--- src/rtl/risc_dmem_resp_if.sv ---
// Bundle of CPU data-memory and preload-loader signals between requester and responder.
// Latency: none (wires only).
// Backpressure: the responder's ld_ready/busy tell the requester when bytes/accesses are taken.
interface risc_dmem_resp_if;
   logic       dmenbl;
   logic       rdwr;
   logic [3:0] dmaddr;
   logic [7:0] dmdatain;
   logic [7:0] dmdataout;
   logic       ld_start;
   logic       ld_valid;
   logic [7:0] ld_data;
   logic       ld_ready;
   logic       ld_done;
   logic       busy;

   // CPU / loader side
   modport master (
      output dmenbl, rdwr, dmaddr, dmdatain, ld_start, ld_valid, ld_data,
      input  dmdataout, ld_ready, ld_done, busy
   );

   // memory responder side
   modport slave (
      input  dmenbl, rdwr, dmaddr, dmdatain, ld_start, ld_valid, ld_data,
      output dmdataout, ld_ready, ld_done, busy
   );
endinterface

--- src/rtl/risc_dmem_resp.sv ---
// 16x8 CPU data memory with a RUN/LOAD FSM that accepts a 16-byte preload stream.
// Latency: reads return on dmdataout one cycle after the request; writes land at the request edge.
// Backpressure: during LOAD busy=1 and CPU accesses are dropped; loader bytes are taken whenever ld_valid=1.
// Optional DMEM_ACCESS_CNT_EN adds rd_cnt/wr_cnt counters of serviced RUN reads/writes.
module risc_dmem_resp #(
   parameter logic [7:0] INIT_VAL = 8'h00
) (
   input  logic           clk,
   input  logic           rst_n,
   risc_dmem_resp_if.slave bus
`ifdef DMEM_ACCESS_CNT_EN
   ,
   output logic [7:0]     rd_cnt,
   output logic [7:0]     wr_cnt
`endif
);

   typedef enum logic {RUN = 1'b0, LOAD = 1'b1} state_t;

   state_t     state_q, state_d;
   logic [7:0] mem_q [16];
   logic [7:0] mem_d [16];
   logic [3:0] cnt_q, cnt_d;
   logic [7:0] dout_q, dout_d;
   logic       ld_done_q, ld_done_d;

   // Next-state: CPU access in RUN (even on the ld_start cycle), byte capture in LOAD.
   always_comb begin
      state_d   = state_q;
      mem_d     = mem_q;
      cnt_d     = cnt_q;
      dout_d    = dout_q;
      ld_done_d = 1'b0;
      case (state_q)
         RUN: begin
            if (bus.dmenbl) begin
               if (bus.rdwr) begin
                  dout_d = mem_q[bus.dmaddr];
               end else begin
                  mem_d[bus.dmaddr] = bus.dmdatain;
               end
            end
            if (bus.ld_start) begin
               state_d = LOAD;
               cnt_d   = 4'd0;
            end
         end
         LOAD: begin
            // ld_start is ignored here; gaps in ld_valid simply stall
            if (bus.ld_valid) begin
               mem_d[cnt_q] = bus.ld_data;
               cnt_d        = cnt_q + 4'd1;
               if (cnt_q == 4'd15) begin
                  state_d   = RUN;
                  ld_done_d = 1'b1;
               end
            end
         end
      endcase
   end

   // State, memory and output registers; reset wipes any partial preload.
   always_ff @(posedge clk or negedge rst_n) begin
      if (!rst_n) begin
         state_q   <= RUN;
         cnt_q     <= 4'd0;
         dout_q    <= 8'h00;
         ld_done_q <= 1'b0;
         for (int i = 0; i < 16; i++) begin
            mem_q[i] <= INIT_VAL;
         end
      end else begin
         state_q   <= state_d;
         cnt_q     <= cnt_d;
         dout_q    <= dout_d;
         ld_done_q <= ld_done_d;
         mem_q     <= mem_d;
      end
   end

   assign bus.dmdataout = dout_q;
   assign bus.ld_ready  = (state_q == LOAD);
   assign bus.busy      = (state_q == LOAD);
   assign bus.ld_done   = ld_done_q;

`ifdef DMEM_ACCESS_CNT_EN
   logic [7:0] rd_cnt_q, rd_cnt_d;
   logic [7:0] wr_cnt_q, wr_cnt_d;

   // Count only accesses actually serviced in RUN; 8-bit wrap is intentional.
   always_comb begin
      rd_cnt_d = rd_cnt_q;
      wr_cnt_d = wr_cnt_q;
      if (state_q == RUN && bus.dmenbl) begin
         if (bus.rdwr) begin
            rd_cnt_d = rd_cnt_q + 8'd1;
         end else begin
            wr_cnt_d = wr_cnt_q + 8'd1;
         end
      end
   end

   // Counter registers.
   always_ff @(posedge clk or negedge rst_n) begin
      if (!rst_n) begin
         rd_cnt_q <= 8'd0;
         wr_cnt_q <= 8'd0;
      end else begin
         rd_cnt_q <= rd_cnt_d;
         wr_cnt_q <= wr_cnt_d;
      end
   end

   assign rd_cnt = rd_cnt_q;
   assign wr_cnt = wr_cnt_q;
`endif

endmodule
--- src/flat_wrapper.sv ---
// flat-port wrapper written by rule: the top's interface ports become plain ports
module risc_dmem_resp_flat 
#(
   parameter logic [7:0] INIT_VAL = 8'h00
)
  (clk, rst_n, bus_dmenbl, bus_rdwr, bus_dmaddr, bus_dmdatain, bus_ld_start, bus_ld_valid, bus_ld_data, bus_dmdataout, bus_ld_ready, bus_ld_done, bus_busy);
  risc_dmem_resp_if bus_i ();
  input  logic clk;
  input  logic rst_n;
  input wire logic [$bits(bus_i.dmenbl)-1:0] bus_dmenbl;
  input wire logic [$bits(bus_i.rdwr)-1:0] bus_rdwr;
  input wire logic [$bits(bus_i.dmaddr)-1:0] bus_dmaddr;
  input wire logic [$bits(bus_i.dmdatain)-1:0] bus_dmdatain;
  input wire logic [$bits(bus_i.ld_start)-1:0] bus_ld_start;
  input wire logic [$bits(bus_i.ld_valid)-1:0] bus_ld_valid;
  input wire logic [$bits(bus_i.ld_data)-1:0] bus_ld_data;
  output wire logic [$bits(bus_i.dmdataout)-1:0] bus_dmdataout;
  output wire logic [$bits(bus_i.ld_ready)-1:0] bus_ld_ready;
  output wire logic [$bits(bus_i.ld_done)-1:0] bus_ld_done;
  output wire logic [$bits(bus_i.busy)-1:0] bus_busy;
  assign bus_i.dmenbl = bus_dmenbl;
  assign bus_i.rdwr = bus_rdwr;
  assign bus_i.dmaddr = bus_dmaddr;
  assign bus_i.dmdatain = bus_dmdatain;
  assign bus_i.ld_start = bus_ld_start;
  assign bus_i.ld_valid = bus_ld_valid;
  assign bus_i.ld_data = bus_ld_data;
  assign bus_dmdataout = bus_i.dmdataout;
  assign bus_ld_ready = bus_i.ld_ready;
  assign bus_ld_done = bus_i.ld_done;
  assign bus_busy = bus_i.busy;
  risc_dmem_resp #(.INIT_VAL(INIT_VAL)) u_core (.clk(clk), .rst_n(rst_n), .bus(bus_i));
endmodule
--- config.mk ---
export PLATFORM = sky130hd
export DESIGN_NAME = risc_dmem_resp_flat
export DESIGN_NICKNAME = d
export VERILOG_FILES = /design/src/rtl/risc_dmem_resp_if.sv /design/src/rtl/risc_dmem_resp.sv /design/src/flat_wrapper.sv
export SDC_FILE = /design/constraint.sdc
export NUM_CORES = 1
export LEC_CHECK = 0
export BUFFER_PORTS_ARGS = -buffer_cell sky130_fd_sc_hd__buf_4
export CORE_ASPECT_RATIO = 1.25
export CORE_MARGIN = 2
export CORE_UTILIZATION = 60
export CTS_CLUSTER_DIAMETER = 80
export CTS_CLUSTER_SIZE = 10
export DETAILED_ROUTE_END_ITERATION = 8
export PLACE_DENSITY_LB_ADDON = 0.12
export SYNTH_ARGS = -nofsm -noshare
export SYNTH_HDL_FRONTEND = slang
export SYNTH_SLANG_ARGS = --single-unit
--- constraint.sdc ---
create_clock -name clk -period 2.5 [get_ports clk]
set_clock_uncertainty 0.05 [all_clocks]
set_input_delay 0.375 -clock clk [delete_from_list [all_inputs] [get_ports clk]]
set_output_delay 0.375 -clock clk [all_outputs]
set_load 0.01 [all_outputs]
# After elaboration in Yosys (flattened, before gate mapping)
# Cells that the tools add are included.
# W data, S select, Z words.
word_totals:
  word_cells: 61
  in_bits: 26
  output_inout_bits: 11
  regBits: 142
classes:
  n_lt_le_gt_ge: 4
  n_bitwise: 3
  addsub: 1
  reduce_logical: 5
  n_mux: 23
  eq_ne: 5
ops:
  columns: ["cell", "count"]
  rows:
  - ["$mux W128", 3]
  - ["$bwmux W128", 2]
  - ["$pmux W128 S2", 1]
  - ["$demux W8 S4", 2]
  - ["$bmux W8 S4", 1]
  - ["$mux W8", 4]
  - ["$ge A5 B5 Y1 const B", 2]
  - ["$lt A5 B1 Y1 const B", 2]
  - ["$not A4 Y5", 2]
  - ["$mux W4", 2]
  - ["$ne A2 B2 Y1 const B", 4]
  - ["$pmux W4 S2", 1]
  - ["$mux W1", 6]
  - ["$reduce_and A3 Y1", 2]
  - ["$add A4 B1 Y4 const B", 1]
  - ["$eq A4 B4 Y1 const B", 1]
  - ["$logic_and A1 B1 Y1", 2]
  - ["$pmux W1 S2", 1]
  - ["$reduce_and A2 Y1", 1]
  - ["$not A1 Y1", 1]

# Depth between registers and ports, before layout
# Gate-level depths: netlist (run 1).
depth:
  word_depth: 9
  depth_mapped: 8
  ltp_nobuf: 6

# Worst setup path after synthesis (run 1)
# No wires, ideal clock.
synth_timing:
  path_type: "register to register"
  start: "reg u_core.cnt_q[0]"
  end: "reg u_core.mem_q[104] (netlist name)"
  required_time_ps: 2325
  arrival_time_ps: 2096
  path_buffers: 1
  setup_slack_ps: 229
  period_less_slack_ps: 2271
  stages_incl_launch_ff: 8
  setup_time_ps: 125
  path_cell_list: "dfrtp_1 inv_1 ha_1 or3b_2 buf_1 mux2_4 nor2_8 mux2_4"
synth_between:
  elab_chain_len: 8
  word_cells_on_any_way: 9
  cone_classes: "2 x order compare; 5 x mux; 1 x bitwise; 1 x reduce/logical"
synth_rtl:
  columns: ["element", "line_no", "source"]
  rows:
  - ["from (decl)", "risc_dmem_resp.sv:23", "logic [3:0] cnt_q, cnt_d;"]
  - ["from (signal assigned)", "risc_dmem_resp.sv:74", "cnt_q <= cnt_d;"]
  - ["$not A4 Y5 (implied by the code) (*)", "risc_dmem_resp.sv:51", "mem_d[cnt_q] = bus.ld_data;"]
  - ["$ge A5 B5 Y1 (implied by the code) or $lt A5 B1 Y1 (tied branches)", "risc_dmem_resp.sv:51", null]
  - ["$logic_and A1 B1 Y1 (implied by the code)", "risc_dmem_resp.sv:51", null]
  - ["$mux W8 (implied by the code)", "risc_dmem_resp.sv:51", null]
  - ["$demux W8 S4 (*)", "risc_dmem_resp.sv:51", null]
  - ["$bwmux W128 (*)", "risc_dmem_resp.sv:51", null]
  - ["$mux W128 (*)", "risc_dmem_resp.sv:50", "if (bus.ld_valid) begin"]
  - ["$pmux W128 S2 (*)", "risc_dmem_resp.sv:34", "case (state_q)"]
  - ["to (signal assigned)", "risc_dmem_resp.sv:77", "mem_q <= mem_d;"]
  - ["to (decl)", "risc_dmem_resp.sv:21", "logic [7:0] mem_q [16];"]
# Mark *: on every way between the ends. The rest lies on a longest branch, timed or not. The select of a mux whose other input is x is not followed.
# A chain may end at the register's enable or synchronous reset.

# Final worst setup path (run 1)
layout_timing:
  start: "reg u_core.cnt_q[1]"
  end: "reg u_core.mem_q[116] (netlist name)"
# The elaborated chain is that of the path after synthesis.

==> metrics, run 1 <==
status completed; Rel. slew slack 48.8%; mux contribution to synthesized area 29.4%; Clock Latency Late Sink 0.43 ns; hpwl dp 16.4 mm; initial antenna violation count 0; net count after synthesis 726; f_max 425 MHz; Site Rows 47; critical path class flop to flop; Final GP Congestion 0.936; global-route wire length before repair 38.5 mm; post-synthesis async set-or-reset flop share 100%; clock slew at reported path FFs 0.06 ns; Initial DRC Count 549; Crit Path Max Fanout 9; dominant synthesized flop cell dfrtp_1; ANT nets after route 0; Synth Area in XOR/XNOR 0.321%; DP Cell Count 895; Chip Height 135 microns; maxcap violations 0; startpoint types flop; fin. max-slew vios 0; switching share of power 32.9%; Filler Cell Count 963; YS warnings 0; first drt pass iteration count 5; Internal 5.80 mW; io pins 37; hold buffers post-CTS 1; largest family of logic cells by synthesized area multiplexers; Tcrit/Tclk final 94.2%; Synth Area in Simple Gates 8.60%; Die ar. 14600 sq um; worst reg2reg setup slack 0.15 ns; Synth cell types 42; Compound-Gate Fraction of Synth Area 13.5%; Worst VDD drop 0.000554 V; Die Width 108 microns; Logic pwr share 30.2%; Worst setup EP type flop; sequential power share 39.1%; RSZ-0062 raised after global routing false; PD cells 915 nW/um^2; final hold vios 0; CORE AREA 13300 sq um; total clock sinks 142; Synth top cells by count o22ai_1, dfrtp_1, mux2_1, mux2i_1, mux2_4; top-area cell type share of the netlist area 43.4%; Vias/cell 7.05; top post-synthesis cells by area dfrtp_1, mux2_1, o22ai_1; number of flops mapped to enable cells by yosys 0; Starting Density 61.6%; PortBufs 36; # DRC 0; vias in the first global route 6834; largest net degree at the start of global routing 56; Root Buffer clkbuf_16; post-CTS sizing 0; Mapped Avg Cell Area 11.8 sq um; Tot GR Track Use 35.7%; total grt overflow 0; required time of the critical path 2.76 ns; CTS tree built; post-synthesis sequential area ratio 43.4%; CTS max path bufs 2; TNS Setup 0 ns; most common cell in the netlist o22ai_1; #FFs+latches synth 142; worst hold path class primary input to flop; Synth Cell Area 8190 sq um; WP data arrival 2.62 ns; post-CTS setup buffers 0; H-tree levels 4; clock period minus worst slack 2.35 ns; # diodes 0; Area growth syn-to-layout 15.5%; vias post-DR 6541; wirelength, routed 25.0 mm; Finished Layout Cells 928; TritonCTS Buffers 17; synthesized-area fraction occupied by adder cells 0.611%; Mapped Cells 696; layout cells sized above 1 26.0%; final setup violation count 0; cell accounting for the most synthesized area dfrtp_1; Tightest Pin Transition 0.763 ns; Net Sw Power 2.85 mW; Pleak 4.39 nW; final net count 774; Clock Power Share 30.7%; WL per Instance 26.9 microns
## registers in the layout, indices dropped and copies added (netlist names)
name / count
u_core.bus.dmdataout: 8
u_core.bus.ld_done: 1
u_core.mem_q: 128
u_core.bus.busy: 1
u_core.cnt_q: 4
## worst paths after layout
path,start,endpoint,cells after the start
setup / recovery,u_core.cnt_q[1]$_DFFE_PN0P_,u_core.mem_q[116]$_DFFE_PN0P_,6
hold / removal,bus_ld_start,u_core.cnt_q[1]$_DFFE_PN0P_,2
setup reg to reg,u_core.cnt_q[1]$_DFFE_PN0P_,u_core.mem_q[116]$_DFFE_PN0P_,6
hold reg to reg,u_core.mem_q[10]$_DFFE_PN0P_,u_core.mem_q[10]$_DFFE_PN0P_,1
max in group asynchronous,rst_n,u_core.mem_q[108]$_DFFE_PN0P_,3
min in group asynchronous,rst_n,u_core.mem_q[68]$_DFFE_PN0P_,2
## area by class of cell
class	count	area (sq um)	area share, %
Multi-Input combinational cell	482	4300	45.4
Timing Repair Buffer	98	767	8.11
Inverter	3	11.3	0.119
Tap cell	171	214	2.26
Sequential cell	142	3550	37.6
Clock inverter	12	158	1.67
Clock buffer	20	457	4.83
## stage by stage
stage               hold slack, ns  cell area [sq um]  total power, mW  worst slack (ns)  util (%)
floorplan                   0.0294               8190             5.02             0.229         -
global placement             0.312               8830             5.83             0.251      66.5
detailed placement           0.323               8830             5.96             0.159      66.5
CTS                          0.126               9460             8.62             0.153      71.2
global route                 0.139               9460             8.97            0.0236      71.2
finish                       0.133               9460             8.65             0.145      71.2
## power groups by stage
stage / clock network (mW) / logic [mW] / registers [mW]
2_1_floorplan: 0 / 1.83 / 3.19
3_3_place_gp: 0 / 2.48 / 3.35
3_5_place_dp: 0 / 2.58 / 3.38
4_1_cts: 2.67 / 2.59 / 3.36
5_1_grt: 2.77 / 2.78 / 3.43
6_report: 2.65 / 2.61 / 3.38
## kinds of logic (layout without fill, tap and decap cells)
group / count (synthesis) / after routing
compound gates: 175 / 175
xor+xnor: 3 / 3
fa+ha+maj: 4 / 4
buf+inv: 72 / 133
flops: 142 / 142
mux: 200 / 200
simple gates: 100 / 100
## layer usage
metal  GRT usage (%)  vias to the layer above  share of wire (%)
li1                -                     2769                  -
met1            43.5                     3327                 38
met2            59.2                      345                 49
met3            7.19                      100                7.1
met4            19.3                        0                5.0
met5               0                        -                  0
## worst max-delay path: stages (launching register included)
cell and delay [ns]:
dfrtp_1 0.41, inv_1 0.12, ha_1 0.24, or3b_2 0.56, mux2_2 0.35, nor2_8 0.16, mux2_1 0.35
## layout by cell type, fill, tap and decap left out, drive strengths merged
cell type and count:
nor2 31, a221oi 8, a21o 1, nand2b 10, nand2 19, nor2b 1, and2 1, dlygate4sd3 1
nand4 2, or4 1, o31ai 2, mux2i 53, nand4b 4, o21a 1, xnor2 2, nand4bb 6
xor2 1, bufinv 3, inv 6, mux4 8, nor3b 1, nand3 5, buf 97, ha 4
nand3b 10, dfrtp 142, or4b 4, o22ai 144, clkinvlp 3, clkbuf 20, or3b 5, mux2 139
a31oi 8, clkinv 3, o21ai 11
Note: power is estimated with default switching activity, not from simulation.
==> run 2: changes to the inputs <==
--- a/config.mk
+++ b/config.mk
@@ -12,7 +12,7 @@
 export CTS_CLUSTER_DIAMETER = 80
 export CTS_CLUSTER_SIZE = 10
 export DETAILED_ROUTE_END_ITERATION = 8
-export PLACE_DENSITY_LB_ADDON = 0.12
+export PLACE_DENSITY = 0.88
 export SYNTH_ARGS = -nofsm -noshare
 export SYNTH_HDL_FRONTEND = slang
 export SYNTH_SLANG_ARGS = --single-unit
==> metrics, run 2 (synthesis gave the netlist of run 1 again) <==
TritonCTS Buffers 17 (unchanged); hold path start bus_ld_start (unchanged); WL per Instance 26.1 microns (was 26.9 microns); required time of the critical path 2.76 ns (about the same); Initial DRC Count 764 (was 549); critical path class flop to flop (unchanged); post-place setup slack 0.150 ns (was 0.159 ns); detailed-route wire length on metal 1 8.50 mm (was 9.61 mm); final setup violation count 0 (unchanged); ANT nets after route 0 (unchanged); Tot GR Track Use 34.1% (was 35.7%); R2R Path Start u_core.cnt_q[1]$_DFFE_PN0P_ (unchanged); hold-critical path depth 2 (unchanged); WHS 0.139 ns (was 0.133 ns); H-tree levels 4 (unchanged); Die ar. 14600 sq um (unchanged); Net Sw Power 2.90 mW (was 2.85 mW); Total Power 8.46 mW (was 8.65 mW); # diodes 0 (unchanged); sequential power share 40.0% (was 39.1%); total clock sinks 142 (unchanged); R2R depth 6 (unchanged); worst reg2reg setup slack 0.10 ns (was 0.15 ns); cell area after placement 8750 sq um (was 8830 sq um); Most flops, register u_core.mem_q (unchanged); wirelength, routed 23.8 mm (was 25.0 mm); final net count 761 (was 774); post-CTS sizing 0 (unchanged); Finished Layout Cells 915 (was 928); Root Buffer clkbuf_16 (unchanged); Die Width 108 microns (unchanged); CORE AREA 13300 sq um (unchanged); clock period minus worst slack 2.40 ns (was 2.35 ns); TNS Setup 0 ns (unchanged); WHS Endpoint u_core.cnt_q[1]$_DFFE_PN0P_ (unchanged); switching share of power 34.3% (was 32.9%); Worst VDD drop 0.000611 V (was 0.000554 V); Final GP Congestion 0.900 (was 0.936); f_max 417 MHz (was 425 MHz); vias post-DR 6762 (was 6541); utilization of the core after routing 70.2% (was 71.2%); Clock Power Share 29.1% (was 30.7%); Final Cell Area 9330 sq um (was 9460 sq um); final hold vios 0 (unchanged); worst setup margin 0.102 ns (was 0.145 ns); Pleak 4.31 nW (was 4.39 nW); Rel. slew slack 39.3% (was 48.8%); Internal 5.55 mW (was 5.80 mW); Worst setup EP type flop (unchanged); startpoint types flop (unchanged); met2 wire length 11.1 mm (was 12.3 mm); PD cells 906 nW/um^2 (was 915 nW/um^2); first drt pass iteration count 8 (was 5); # DRC 0 (unchanged); met3 WL 2.64 mm (was 1.78 mm); Site Rows 47 (unchanged); worst hold path class primary input to flop (unchanged); io pins 37 (unchanged); worst reg2reg endpoint u_core.mem_q[112]$_DFFE_PN0P_ (was u_core.mem_q[116]$_DFFE_PN0P_); total grt overflow 0 (unchanged); largest net degree at the start of global routing 57 (was 56); Crit Path Max Fanout 9 (unchanged); DP Cell Count 882 (was 895); Area growth syn-to-layout 13.9% (was 15.5%); clock slew at reported path FFs 0.06 ns (about the same); layout cells sized above 1 24.9% (was 26.0%); Tcrit/Tclk final 95.9% (was 94.2%); global-route wire length before repair 37.6 mm (was 38.5 mm); WP data arrival 2.65 ns (was 2.62 ns); hpwl dp 15.3 mm (was 16.4 mm); CTS tree built (unchanged); commonest non-fill, non-tap cell in the layout o22ai_1 (unchanged); vias in the first global route 6968 (was 6834); DR top layer met4 (unchanged); fin. max-slew vios 0 (unchanged); number of flip-flops in the largest register 128 (unchanged); Starting Density 61.6% (unchanged); status completed (unchanged); Clock Latency Late Sink 0.43 ns (about the same); Tightest Pin Transition 0.909 ns (was 0.763 ns); maxcap violations 0 (unchanged); Chip Height 135 microns (unchanged); most frequent cells in the layout o22ai_1, dfrtp_1, mux2_1, buf_4, mux2i_1 (was o22ai_1, dfrtp_1, buf_4, mux2_1, mux2i_1); Vias/cell 7.39 (was 7.05); initial antenna violation count 0 (unchanged); CTS max path bufs 2 (unchanged); RSZ-0062 raised after global routing false (unchanged); Logic pwr share 30.9% (was 30.2%); PortBufs 36 (unchanged)
run 2: metal layers:
metal,up-vias,GRT usage (%)
li1,2763,-
met1,3282,42.6
met2,572,51.9
met3,145,8.54
met4,0,23.6
met5,-,0
run 2: worst max path at each step:
stage,startpoint,endpoint,slack [ns],cells past startpoint
2_1_floorplan,u_core.cnt_q[0]$_DFFE_PN0P_,u_core.mem_q[104]$_DFFE_PN0P_,0.23,7
3_3_place_gp,u_core.cnt_q[1]$_DFFE_PN0P_,u_core.mem_q[117]$_DFFE_PN0P_,0.23,6
3_5_place_dp,u_core.cnt_q[1]$_DFFE_PN0P_,u_core.mem_q[112]$_DFFE_PN0P_,0.15,6
4_1_cts,u_core.cnt_q[1]$_DFFE_PN0P_,u_core.mem_q[112]$_DFFE_PN0P_,0.12,6
5_1_grt,u_core.cnt_q[1]$_DFFE_PN0P_,u_core.mem_q[119]$_DFFE_PN0P_,0.03,6
6_report,u_core.cnt_q[1]$_DFFE_PN0P_,u_core.mem_q[112]$_DFFE_PN0P_,0.10,6
run 2: power groups by stage:
stage / registers [mW] / clock network [mW] / logic [mW]
after floorplan: 3.19 / 0 / 1.83
after global placement: 3.32 / 0 / 2.38
after detailed placement: 3.37 / 0 / 2.52
after CTS: 3.35 / 2.47 / 2.56
after global routing: 3.42 / 2.56 / 2.75
final: 3.38 / 2.46 / 2.61
run 2: area by class of cell:
cell class / instances / area, sq um
Tap cell: 171 / 214
Fill cell: 874 / 3960
Multi-Input combinational cell: 482 / 4300
Clock buffer: 18 / 439
Sequential cell: 142 / 3550
Inverter: 3 / 11.3
Clock inverter: 14 / 130
Timing Repair Buffer: 85 / 682
run 2: what timing repair did:
action,CTS,global route
hold buffers,1,0
hold endpoints to repair,51,0
setup buffers,0,0
run 2: worst max-delay path, stage by stage, from the launching register on:
cell and delay [ns]:
dfrtp_1 0.42, inv_1 0.13, ha_1 0.22, or3b_2 0.58, mux2_2 0.36, nor2_8 0.16
mux2_1 0.35
==> run 3: changes to the inputs <==
--- a/config.mk
+++ b/config.mk
@@ -7,7 +7,7 @@
 export LEC_CHECK = 0
 export BUFFER_PORTS_ARGS = -buffer_cell sky130_fd_sc_hd__buf_4
 export CORE_ASPECT_RATIO = 1.25
-export CORE_MARGIN = 2
+export CORE_MARGIN = 5
 export CORE_UTILIZATION = 60
 export CTS_CLUSTER_DIAMETER = 80
 export CTS_CLUSTER_SIZE = 10
==> constraint.sdc (replaced) <==
create_clock -name clk -period 2.9 [get_ports clk]
set_clock_uncertainty 0.05 [all_clocks]
set_input_delay 0.435 -clock clk [delete_from_list [all_inputs] [get_ports clk]]
set_output_delay 0.435 -clock clk [all_outputs]
set_load 0.01 [all_outputs]
==> metrics, run 3 (synthesis gave the netlist of run 1 again) <==
Site Rows 47 (unchanged); critical path class flop to flop (unchanged); CTS max path bufs 2 (unchanged); layout cells sized above 1 21.5% (was 24.9%); first drt pass iteration count 5 (was 8); Starting Density 61.3% (was 61.6%); register area 3550 sq um (unchanged); Tcrit/Tclk final 86.7% (was 95.9%); f_max 398 MHz (was 417 MHz); Worst setup EP type flop (unchanged); Tightest Pin Transition 0.956 ns (was 0.909 ns); worst hold path class primary input to flop (unchanged); Die Width 114 microns (was 108 microns); H-tree levels 4 (unchanged); # DRC 0 (unchanged); number of flip-flops in the largest register 128 (unchanged); Most flops, register u_core.mem_q (unchanged); initial antenna violation count 0 (unchanged); Rel. slew slack 36.3% (was 39.3%); Worst VDD drop 0.000482 V (was 0.000611 V); Chip Height 141 microns (was 135 microns); fin. max-slew vios 0 (unchanged); WP data arrival 2.77 ns (was 2.65 ns); RSZ-0062 raised after global routing false (unchanged); Final GP Congestion 0.965 (was 0.900); most frequent cells in the layout o22ai_1, dfrtp_1, mux2_1, buf_4, mux2i_1 (unchanged); TritonCTS Buffers 17 (unchanged); post-CTS setup buffers 0 (unchanged); Die ar. 16100 sq um (was 14600 sq um); Crit Path Max Fanout 9 (unchanged); total clock sinks 142 (unchanged); global-route wire length before repair 37.2 mm (was 37.6 mm); ANT nets after route 0 (unchanged); final net count 735 (was 761); commonest non-fill, non-tap cell in the layout o22ai_1 (unchanged); sequential power share 40.4% (was 40.0%); Internal 4.85 mW (was 5.55 mW); Tot GR Track Use 30.5% (was 34.1%); CTS tree built (unchanged); vias in the first global route 6670 (was 6968); Clock Power Share 29.9% (was 29.1%); hpwl dp 15.2 mm (was 15.3 mm); Clock Latency Late Sink 0.44 ns (was 0.43 ns); maxcap violations 0 (unchanged); WL per Instance 27.1 microns (was 26.1 microns); WHS 0.171 ns (was 0.139 ns); total grt overflow 0 (unchanged); PD cells 793 nW/um^2 (was 906 nW/um^2); status completed (unchanged); largest net degree at the start of global routing 47 (was 57); Pleak 4.20 nW (was 4.31 nW); Area growth syn-to-layout 11.2% (was 13.9%); clock slew at reported path FFs 0.06 ns (about the same); # diodes 0 (unchanged); Root Buffer clkbuf_16 (unchanged); Vias/cell 7.43 (was 7.39); switching share of power 32.8% (was 34.3%); post-CTS sizing 0 (unchanged); worst setup margin 0.386 ns (was 0.102 ns); TNS Setup 0 ns (unchanged); Net Sw Power 2.37 mW (was 2.90 mW); required time of the critical path 3.16 ns (was 2.76 ns); Logic pwr share 29.8% (was 30.9%); Filler Cell Count 910 (was 874); clock period minus worst slack 2.51 ns (was 2.40 ns); wirelength, routed 24.0 mm (was 23.8 mm); final setup violation count 0 (unchanged); vias post-DR 6595 (was 6762); post-place setup slack 0.326 ns (was 0.150 ns); Initial DRC Count 699 (was 764); CORE AREA 13300 sq um (about the same); area of the multi-input gates 4300 sq um (unchanged); PortBufs 36 (unchanged); io pins 37 (unchanged); Total Power 7.22 mW (was 8.46 mW); final hold vios 0 (unchanged); startpoint types flop (unchanged)
[run 3: cell types whose count changed in the layout (fill, tap and decap cells not counted)]
| cell | previous run | this run |
|---|---|---|
| buf_4 | 80 | 57 |
| clkbuf_8 | 1 | 4 |
| buf_12 | 3 | 0 |
| inv_6 | 6 | 0 |
| clkinvlp_4 | 5 | 1 |
| clkinv_2 | 2 | 3 |
| clkbuf_1 | 0 | 4 |
| bufinv_16 | 1 | 2 |
[run 3: power groups by stage]
stage / logic [mW] / clock network, mW / registers, mW
global placement: 1.99 / 0 / 2.88
global route: 2.29 / 2.25 / 2.96
CTS: 2.12 / 2.16 / 2.89
floorplan: 1.58 / 0 / 2.75
finish: 2.15 / 2.16 / 2.91
detailed placement: 2.10 / 0 / 2.91
[run 3: per-stage QoR]
step	std cells	util [%]	area, sq um
2_1_floorplan	696	-	8190
3_3_place_gp	856	63.8	8520
3_5_place_dp	856	63.8	8520
4_1_cts	888	68.2	9100
5_1_grt	888	68.2	9100
6_report	888	68.2	9100
[run 3: path summary, 6_finish.rpt]
kind	depth (start not counted)	to	from	slack [ns]
worst max-delay path	6	u_core.mem_q[50]$_DFFE_PN0P_	u_core.cnt_q[1]$_DFFE_PN0P_	0.39
worst min-delay path	2	u_core.cnt_q[0]$_DFFE_PN0P_	bus_ld_start	0.17
worst max register to register	6	u_core.mem_q[50]$_DFFE_PN0P_	u_core.cnt_q[1]$_DFFE_PN0P_	0.39
worst min register to register	1	u_core.mem_q[52]$_DFFE_PN0P_	u_core.mem_q[52]$_DFFE_PN0P_	0.43
max in group asynchronous	3	u_core.mem_q[120]$_DFFE_PN0P_	rst_n	1.62
min in group asynchronous	2	u_core.mem_q[81]$_DFFE_PN0P_	rst_n	0.46
[run 3: routing by layer]
metal / track usage, % / vias up / part of all wire (%) / wire [microns]
li1: - / 2707 / - / -
met3: 7.93 / 152 / 11 / 2570
met2: 45.1 / 507 / 46 / 11100
met1: 38.0 / 3229 / 36 / 8570
met5: 0 / - / 0 / 0
met4: 22.9 / 0 / 7.4 / 1770
[run 3: repair_timing]
| item | 4_1_cts | 5_1_grt |
|---|---|---|
| hold endpoints to repair | 42 | 0 |
| endpoints found under the setup margin | 0 | 0 |
| hold buffers | 1 | 0 |
[run 3: layout make-up]
class | count | area share, %
sequential | 142 | 39.0
multi-input combinational | 482 | 47.2
tap | 171 | 2.35
clock inverter | 6 | 0.907
timing repair buffer | 59 | 4.93
inverter | 3 | 0.124
clock buffer | 25 | 5.44
[run 3: critical path, stage by stage (launching register included)]
cell	delay, ns
dfrtp_1	0.41
inv_1	0.14
ha_1	0.27
nand3b_1	0.32
mux2_2	0.41
nor2_2	0.37
mux2_1	0.39
